## src/rtl/music_player_mcu.sv

```systemverilog
// Music player master control: sequences song reader play/reset and song index.
// Optional AUTO_NEXT_EN: end of song advances to the next song and keeps playing.
module music_player_mcu #(
    parameter int NUM_SONGS  = 4,
    parameter int SONG_W     = 2,
    parameter int RST_CYCLES = 2
) (
    input  logic              clk,
    input  logic              reset,
    input  logic              play_button,
    input  logic              next_button,
    input  logic              song_done,
    output logic              play,
    output logic              reset_player,
    output logic [SONG_W-1:0] song
);

    localparam int CNT_W = (RST_CYCLES > 1) ? $clog2(RST_CYCLES) : 1;
    localparam logic [CNT_W-1:0] CNT_MAX = CNT_W'(RST_CYCLES - 1);
    localparam logic [SONG_W-1:0] LAST_SONG = SONG_W'(NUM_SONGS - 1);

    typedef enum logic [1:0] {
        S_RESET_PLAYER,
        S_PAUSED,
        S_PLAYING,
        S_NEXT_SONG
    } state_t;

    state_t            state;
    state_t            state_n;
    logic [CNT_W-1:0]  cnt;
    logic              resume;
    logic              resume_n;
    logic              holding;
    logic              hold_done;
    logic [SONG_W-1:0] song_inc;

    assign holding   = (state == S_RESET_PLAYER) || (state == S_NEXT_SONG);
    assign hold_done = (cnt == CNT_MAX);
    assign song_inc  = (song == LAST_SONG) ? '0 : song + 1'b1;

    always_comb begin
        state_n  = state;
        resume_n = resume;
        unique case (state)
            S_RESET_PLAYER: begin
                if (hold_done) state_n = S_PAUSED;
            end
            S_PAUSED: begin
                if (next_button) begin
                    state_n  = S_NEXT_SONG;
                    resume_n = 1'b0;
                end else if (play_button) begin
                    state_n = S_PLAYING;
                end
            end
            S_PLAYING: begin
                if (next_button) begin
                    state_n  = S_NEXT_SONG;
                    resume_n = 1'b1;
                end else if (song_done) begin
`ifdef AUTO_NEXT_EN
                    state_n  = S_NEXT_SONG;
                    resume_n = 1'b1;
`else
                    state_n  = S_RESET_PLAYER;
`endif
                end else if (play_button) begin
                    state_n = S_PAUSED;
                end
            end
            S_NEXT_SONG: begin
                if (hold_done) state_n = resume ? S_PLAYING : S_PAUSED;
            end
            default: state_n = S_RESET_PLAYER;
        endcase
    end

    always_ff @(posedge clk or negedge reset) begin
        if (!reset) begin
            state  <= S_RESET_PLAYER;
            cnt    <= '0;
            resume <= 1'b0;
            song   <= '0;
        end else begin
            state  <= state_n;
            resume <= resume_n;
            if (state_n != state) cnt <= '0;
            else if (holding)     cnt <= cnt + 1'b1;
            // Index moves on entry so it is stable across the whole reset window
            if (state_n == S_NEXT_SONG && state != S_NEXT_SONG) song <= song_inc;
        end
    end

    assign play         = (state == S_PLAYING);
    assign reset_player = holding;

endmodule
```

## config.mk

```make
export PLATFORM = sky130hd
export DESIGN_NAME = music_player_mcu
export DESIGN_NICKNAME = d
export VERILOG_FILES = /design/src/rtl/music_player_mcu.sv
export SDC_FILE = /design/constraint.sdc
export NUM_CORES = 1
export LEC_CHECK = 0
export CAP_MARGIN = 20
export CORE_AREA = 5 5 42 44
export DETAILED_ROUTE_END_ITERATION = 6
export DIE_AREA = 0 0 47 49
export GPL_ROUTABILITY_DRIVEN = 0
export PLACE_DENSITY = 0.65
export SYNTH_ARGS = -nofsm -noshare
export SYNTH_HDL_FRONTEND = slang
export SYNTH_SLANG_ARGS = --single-unit
```

## constraint.sdc

```tcl
create_clock -name clk -period 5.21 [get_ports clk]
set_clock_uncertainty 0.05 [all_clocks]
set_input_delay 0.521 -clock clk [delete_from_list [all_inputs] [get_ports clk]]
set_output_delay 0.521 -clock clk [all_outputs]
set_load 0.02 [all_outputs]
```

==> impl_metrics.tcl, run 1 <==
set metrics [dict create \
    status "finished, final reports clean" \
    area_growth_pct 25.26 \
    clkLatencyLatePin_ns 0.25 \
    min_period_ns 2.456 \
    start_util 0.3464 \
    worst_pin_slew_ns 0.4412 \
    die_y_um 49 \
    p_comb_frac 0.629 \
    p_switching_mw 0.1914 \
    setup_viol 0 \
    num_vias 455 \
    crit_fanout 9 \
    final_cell_mix "nor2_1, clkdlybuf4s50_1, inv_1" \
    vdd_drop_max_mv 0.2939 \
    clk_pin_slew_ns 0.05 \
    ant_nets 0 \
    grt_pass1_wl_um 1787 \
    syn_nets 68 \
    postCtsHoldBufs 0 \
    num_rows 14 \
    hold_viol_final 0 \
    grt_pass1_vias 444 \
    io_buffer_count 8 \
    cp_top_family "buffers and inverters" \
    cts_root_buffer "clkbuf_4" \
    cap_violations 0 \
    yosysSeqAreaShare 0.3093 \
    fin_crit_sh 0.4714 \
    grt_remaining_overflow 0 \
    fillCellCount 149 \
    synth_seq_cells 6 \
    synth_cell_type_count 22 \
    slowest_delay_ns 0.60 \
    clock_sinks 6 \
    path_cells "inv_1 -> ha_1 -> inv_1 -> clkdlybuf4s50_1" \
    max_freq_mhz 407.2 \
    n_antenna_cell 0 \
    synth.cell_area_um2 485.5 \
    avgSynthCellArea_um2 8.370 \
    cts_buffers 3 \
    rr_worst_depth 7 \
    cts_setup_buffers 0 \
    syn_inst 58 \
    crit_top_cell "inv_1" \
    p_total_mw 0.4028 \
    power_density_nw_per_um2 662.4 \
    dpl.hpwl_um 837.3 \
    seqPwrFrac 0.261 \
    yosysWarnings 0 \
    antenna_found_initial 0 \
    p_sw_frac 0.4752 \
    htreeDepth 1 \
    wl_per_cell_um 12.44 \
    hold_class "primary input to async pin" \
    cp_slowest_cell "clkdlybuf4s50_1" \
    fin_tns_setup_ns 0 \
    ios 9 \
    die_x_um 47 \
    critical_path_depth 4 \
    internal_power_mw 0.2114 \
    pwr-share-clk 0.110 \
    cts-resized-gates 0 \
    drive_gt1_frac 0.1014 \
    worst_setup_path_start_kind "register" \
    core_um2 1401 \
    cts.path.max_buffers 2 \
    rsz0062_at_grt "false" \
    drt_wl_total_um 1057 \
    crit_buf_inv 3 \
    slew_headroom 0.6982 \
    cts_tree "done" \
    end_kind "output pin" \
    drcViolationCount 0 \
    viasPerCell 5.353 \
    grt_usage 0.1011 \
    grt_max_degree 10 \
    p_leak_nw 0.2607 \
    slew_violations 0 \
    cp.required_ns 4.64 \
    drt_iter0_markers 15 \
    path_class "register to output pin" \
    nets 81 \
    crit_arrival_ns 1.88 \
    dr.pass1.iters 4 \
    dieArea_um2 2303 \
]
## worst paths after layout
kind,from,to,slack (ns)
min,reset,song[0],0.46
min in group clk,song[1],song[1],0.50
max,state[0],reset_player,2.75
max reg2reg,state[0],song[1],2.92
min reg2reg,song[1],song[1],0.50
max in group asynchronous,reset,cnt,4.45
## cells by family after synthesis
logic type	after synthesis	synth area share
AO/OA/AOI/OAI	19	0.2912
AND/OR/NAND/NOR	19	0.1701
buffers and inverters	7	0.05413
flip-flops	6	0.3093
adder cells (fa/ha/maj)	5	0.1289
multiplexers	2	0.04639
## final cells by class
cell class / instances / area [µm²] / share of cell area
Multi-Input combinational cell: 45 / 309.0 / 0.5082
Timing Repair Buffer: 8 / 80.08 / 0.1317
Clock buffer: 3 / 22.52 / 0.03704
Sequential cell: 6 / 150.1 / 0.2469
Tap cell: 16 / 20.02 / 0.03292
Inverter: 7 / 26.28 / 0.04321
## cell usage after synthesis, drive strengths merged
| cell type | count | share of area |
|---|---|---|
| o22ai | 2 | 0.026 |
| nand2b | 1 | 0.013 |
| a221o | 1 | 0.021 |
| a21oi | 4 | 0.041 |
| nor2 | 8 | 0.062 |
| nor3 | 1 | 0.010 |
| a2111oi | 1 | 0.018 |
| o21bai | 2 | 0.031 |
| o21ai | 2 | 0.021 |
| o211ai | 1 | 0.015 |
| a2bb2oi | 1 | 0.018 |
| or2 | 1 | 0.013 |
| ha | 5 | 0.13 |
| a211oi | 4 | 0.082 |
| dfrtp | 6 | 0.31 |
| nand3 | 1 | 0.010 |
| a22o | 1 | 0.018 |
| nand2 | 6 | 0.046 |
| nand3b | 1 | 0.015 |
| mux2 | 2 | 0.046 |
| inv | 7 | 0.054 |
## state kept, by name, summed over array words and instances, names as in the netlist
signal and count:
resume 1, song 2, state 2, cnt 1
## stage by stage
| stage | setup WS [ns] | instances | util | cell area, µm² | hold slack, ns |
|---|---|---|---|---|---|
| after CTS | 2.745 | 85 | 0.4339 | 608.1 | 0.4611 |
| final | 2.754 | 85 | 0.4339 | 608.1 | 0.4552 |
| after global routing | 2.686 | 85 | 0.4339 | 608.1 | 0.4806 |
| after floorplan | 3.104 | 58 | - | 485.5 | 0.1754 |
| after detailed placement | 2.813 | 82 | 0.4179 | 585.6 | 0.5032 |
| after global placement | 2.861 | 82 | 0.4179 | 585.6 | 0.4709 |
## routing by layer
metal | GRT usage | routed length, µm | vias up | share of wire
met3 | 0.03321 | 24 | 0 | 0.023
met2 | 0.1719 | 533 | 9 | 0.50
met1 | 0.1225 | 499 | 217 | 0.47
met4 | 0.01382 | 0 | 0 | 0
met5 | 0 | 0 | - | 0
li1 | - | - | 229 | -
## power groups by stage
stage | clock network (mW) | registers (mW) | logic [mW]
finish | 0.0441 | 0.105 | 0.253
global route | 0.0460 | 0.110 | 0.283
CTS | 0.0457 | 0.105 | 0.253
detailed placement | 0 | 0.105 | 0.252
global placement | 0 | 0.104 | 0.251
floorplan | 0 | 0.104 | 0.175
Note: power is estimated with default switching activity, not from simulation.
==> run 2, diff against run 1 <==
==> constraint.sdc (replaced) <==
create_clock -name clk -period 2.3 [get_ports clk]
set_clock_uncertainty 0.05 [all_clocks]
set_input_delay 0.23 -clock clk [delete_from_list [all_inputs] [get_ports clk]]
set_output_delay 0.23 -clock clk [all_outputs]
set_load 0.02 [all_outputs]
==> impl_metrics.tcl, run 2 (synthesis gave the netlist of run 1 again) <==
set metrics [dict create \
    final_cell_count_no_fill 87 \
    area_growth_pct 28.35 \
    vdd_drop_max_mv 0.7096 \
    rr_worst_depth 7 \
    drt_iter0_markers 12 \
    grt_usage 0.1154 \
    worst_pin_slew_ns 0.3345 \
    final_cell_mix "nor2_1, clkdlybuf4s50_1, inv_1" \
    dp.cells 84 \
    num_rows 14 \
    postCtsHoldBufs 0 \
    die_x_um 47 \
    p_leak_nw 0.2704 \
    rsz0062_at_grt "false" \
    viasPerCell 5.356 \
    slew_headroom 0.7712 \
    setup_viol 0 \
    clk_pin_slew_ns 0.05 \
    ant_nets 0 \
    cts-resized-gates 0 \
    power_density_nw_per_um2 1510 \
    cts_root_buffer "clkbuf_4" \
    clock_sinks 6 \
    grt_util_met3 0.02214 \
    dieArea_um2 2303 \
    status "finished, final reports clean" \
    grt_pass1_vias 464 \
    grt_remaining_overflow 0 \
    cts_tree "done" \
    grt-busiest-layer "met1" \
    min_period_ns 2.122 \
    drive_gt1_frac 0.1268 \
    wl_per_cell_um 12.24 \
    drt_wl_total_um 1065 \
    cts_setup_buffers 0 \
    htreeDepth 1 \
    core_um2 1401 \
    cts.path.max_buffers 2 \
    ios 9 \
    end_kind "register" \
    finalCoreUtilization 0.4446 \
    cp.required_ns 2.37 \
    fin_tns_setup_ns 0 \
    cts_buffers 3 \
    grt_max_degree 9 \
    reg.largest.list "song x2, state x2" \
    slew_violations 0 \
    r2r-end "song[0]" \
    clkLatencyLatePin_ns 0.25 \
    hold_class "primary input to async pin" \
    max_freq_mhz 471.2 \
    antenna_found_initial 0 \
    path_class "register to register" \
    rrSetupSlack_ns 0.18 \
    nets 83 \
    crit_fanout 5 \
    io_buffer_count 8 \
    dpl.hpwl_um 850.9 \
    drcViolationCount 0 \
    start_util 0.3464 \
    num_vias 466 \
    dr.pass1.iters 4 \
    cap_violations 0 \
    crit_arrival_ns 2.19 \
    grt_pass1_wl_um 1959 \
    worst_setup_path_start_kind "register" \
    fin_crit_sh 0.9226 \
    use_met2 0.1584 \
    die_y_um 49 \
    met1_usage 0.1652 \
    hold_viol_final 0 \
    n_antenna_cell 0 \
    rr_startpoint "state[1]" \
]
## run 2: cell types whose count changed in the layout (fill, tap and decap cells not counted)
cell   previous run  this run
buf_4             0         2
## run 2: power breakdown
| group | internal (mW) | switching (mW) |
|---|---|---|
| Combinational | 0.284 | 0.341 |
| Clock | 0.0590 | 0.0374 |
| Sequential | 0.159 | 0.0596 |
| Total | 0.502 | 0.438 |
## run 2: worst max-delay path by stage
stage / startpoint / endpoint / slack [ns]
floorplan: state[0] / song[0] / 0.19
global placement: state[1] / song[0] / 0.24
detailed placement: state[1] / song[0] / 0.20
CTS: state[1] / song[0] / 0.19
global route: state[1] / song[0] / 0.06
finish: state[1] / song[0] / 0.18
## run 2: per-stage QoR
step	hold WS [ns]	area, µm²	worst slack [ns]	power, mW
finish	0.1754	623.1	0.1780	0.9407
global route	0.1998	623.1	0.06178	1.037
detailed placement	0.4427	600.6	0.1990	0.8408
floorplan	-0.1156	485.5	0.1945	0.6327
global placement	0.4350	600.6	0.2412	0.8354
CTS	0.1804	623.1	0.1871	0.9417
## run 2: worst max-delay path, stage by stage, from the launching register on
cell and delay (ns):
dfrtp_1 0.43, inv_1 0.14, ha_1 0.25, o21bai_1 0.11, a211oi_2 0.24, o22ai_1 0.13, a211oi_2 0.27, mux2_2 0.37
## run 2: layout make-up
type                    instances  area, µm²
inverters                       7      26.28
fillers                       146      778.2
repair buffers                 10      95.09
well taps                      16      20.02
clock buffers                   3      22.52
multi-input cells              45      309.0
flip-flops and latches          6      150.1
## run 2: per-layer routing
metal  wire length (µm)  share of wire
met5                  0              0
met4                 10         0.0094
met3                 18          0.017
met2                522           0.49
met1                513           0.48
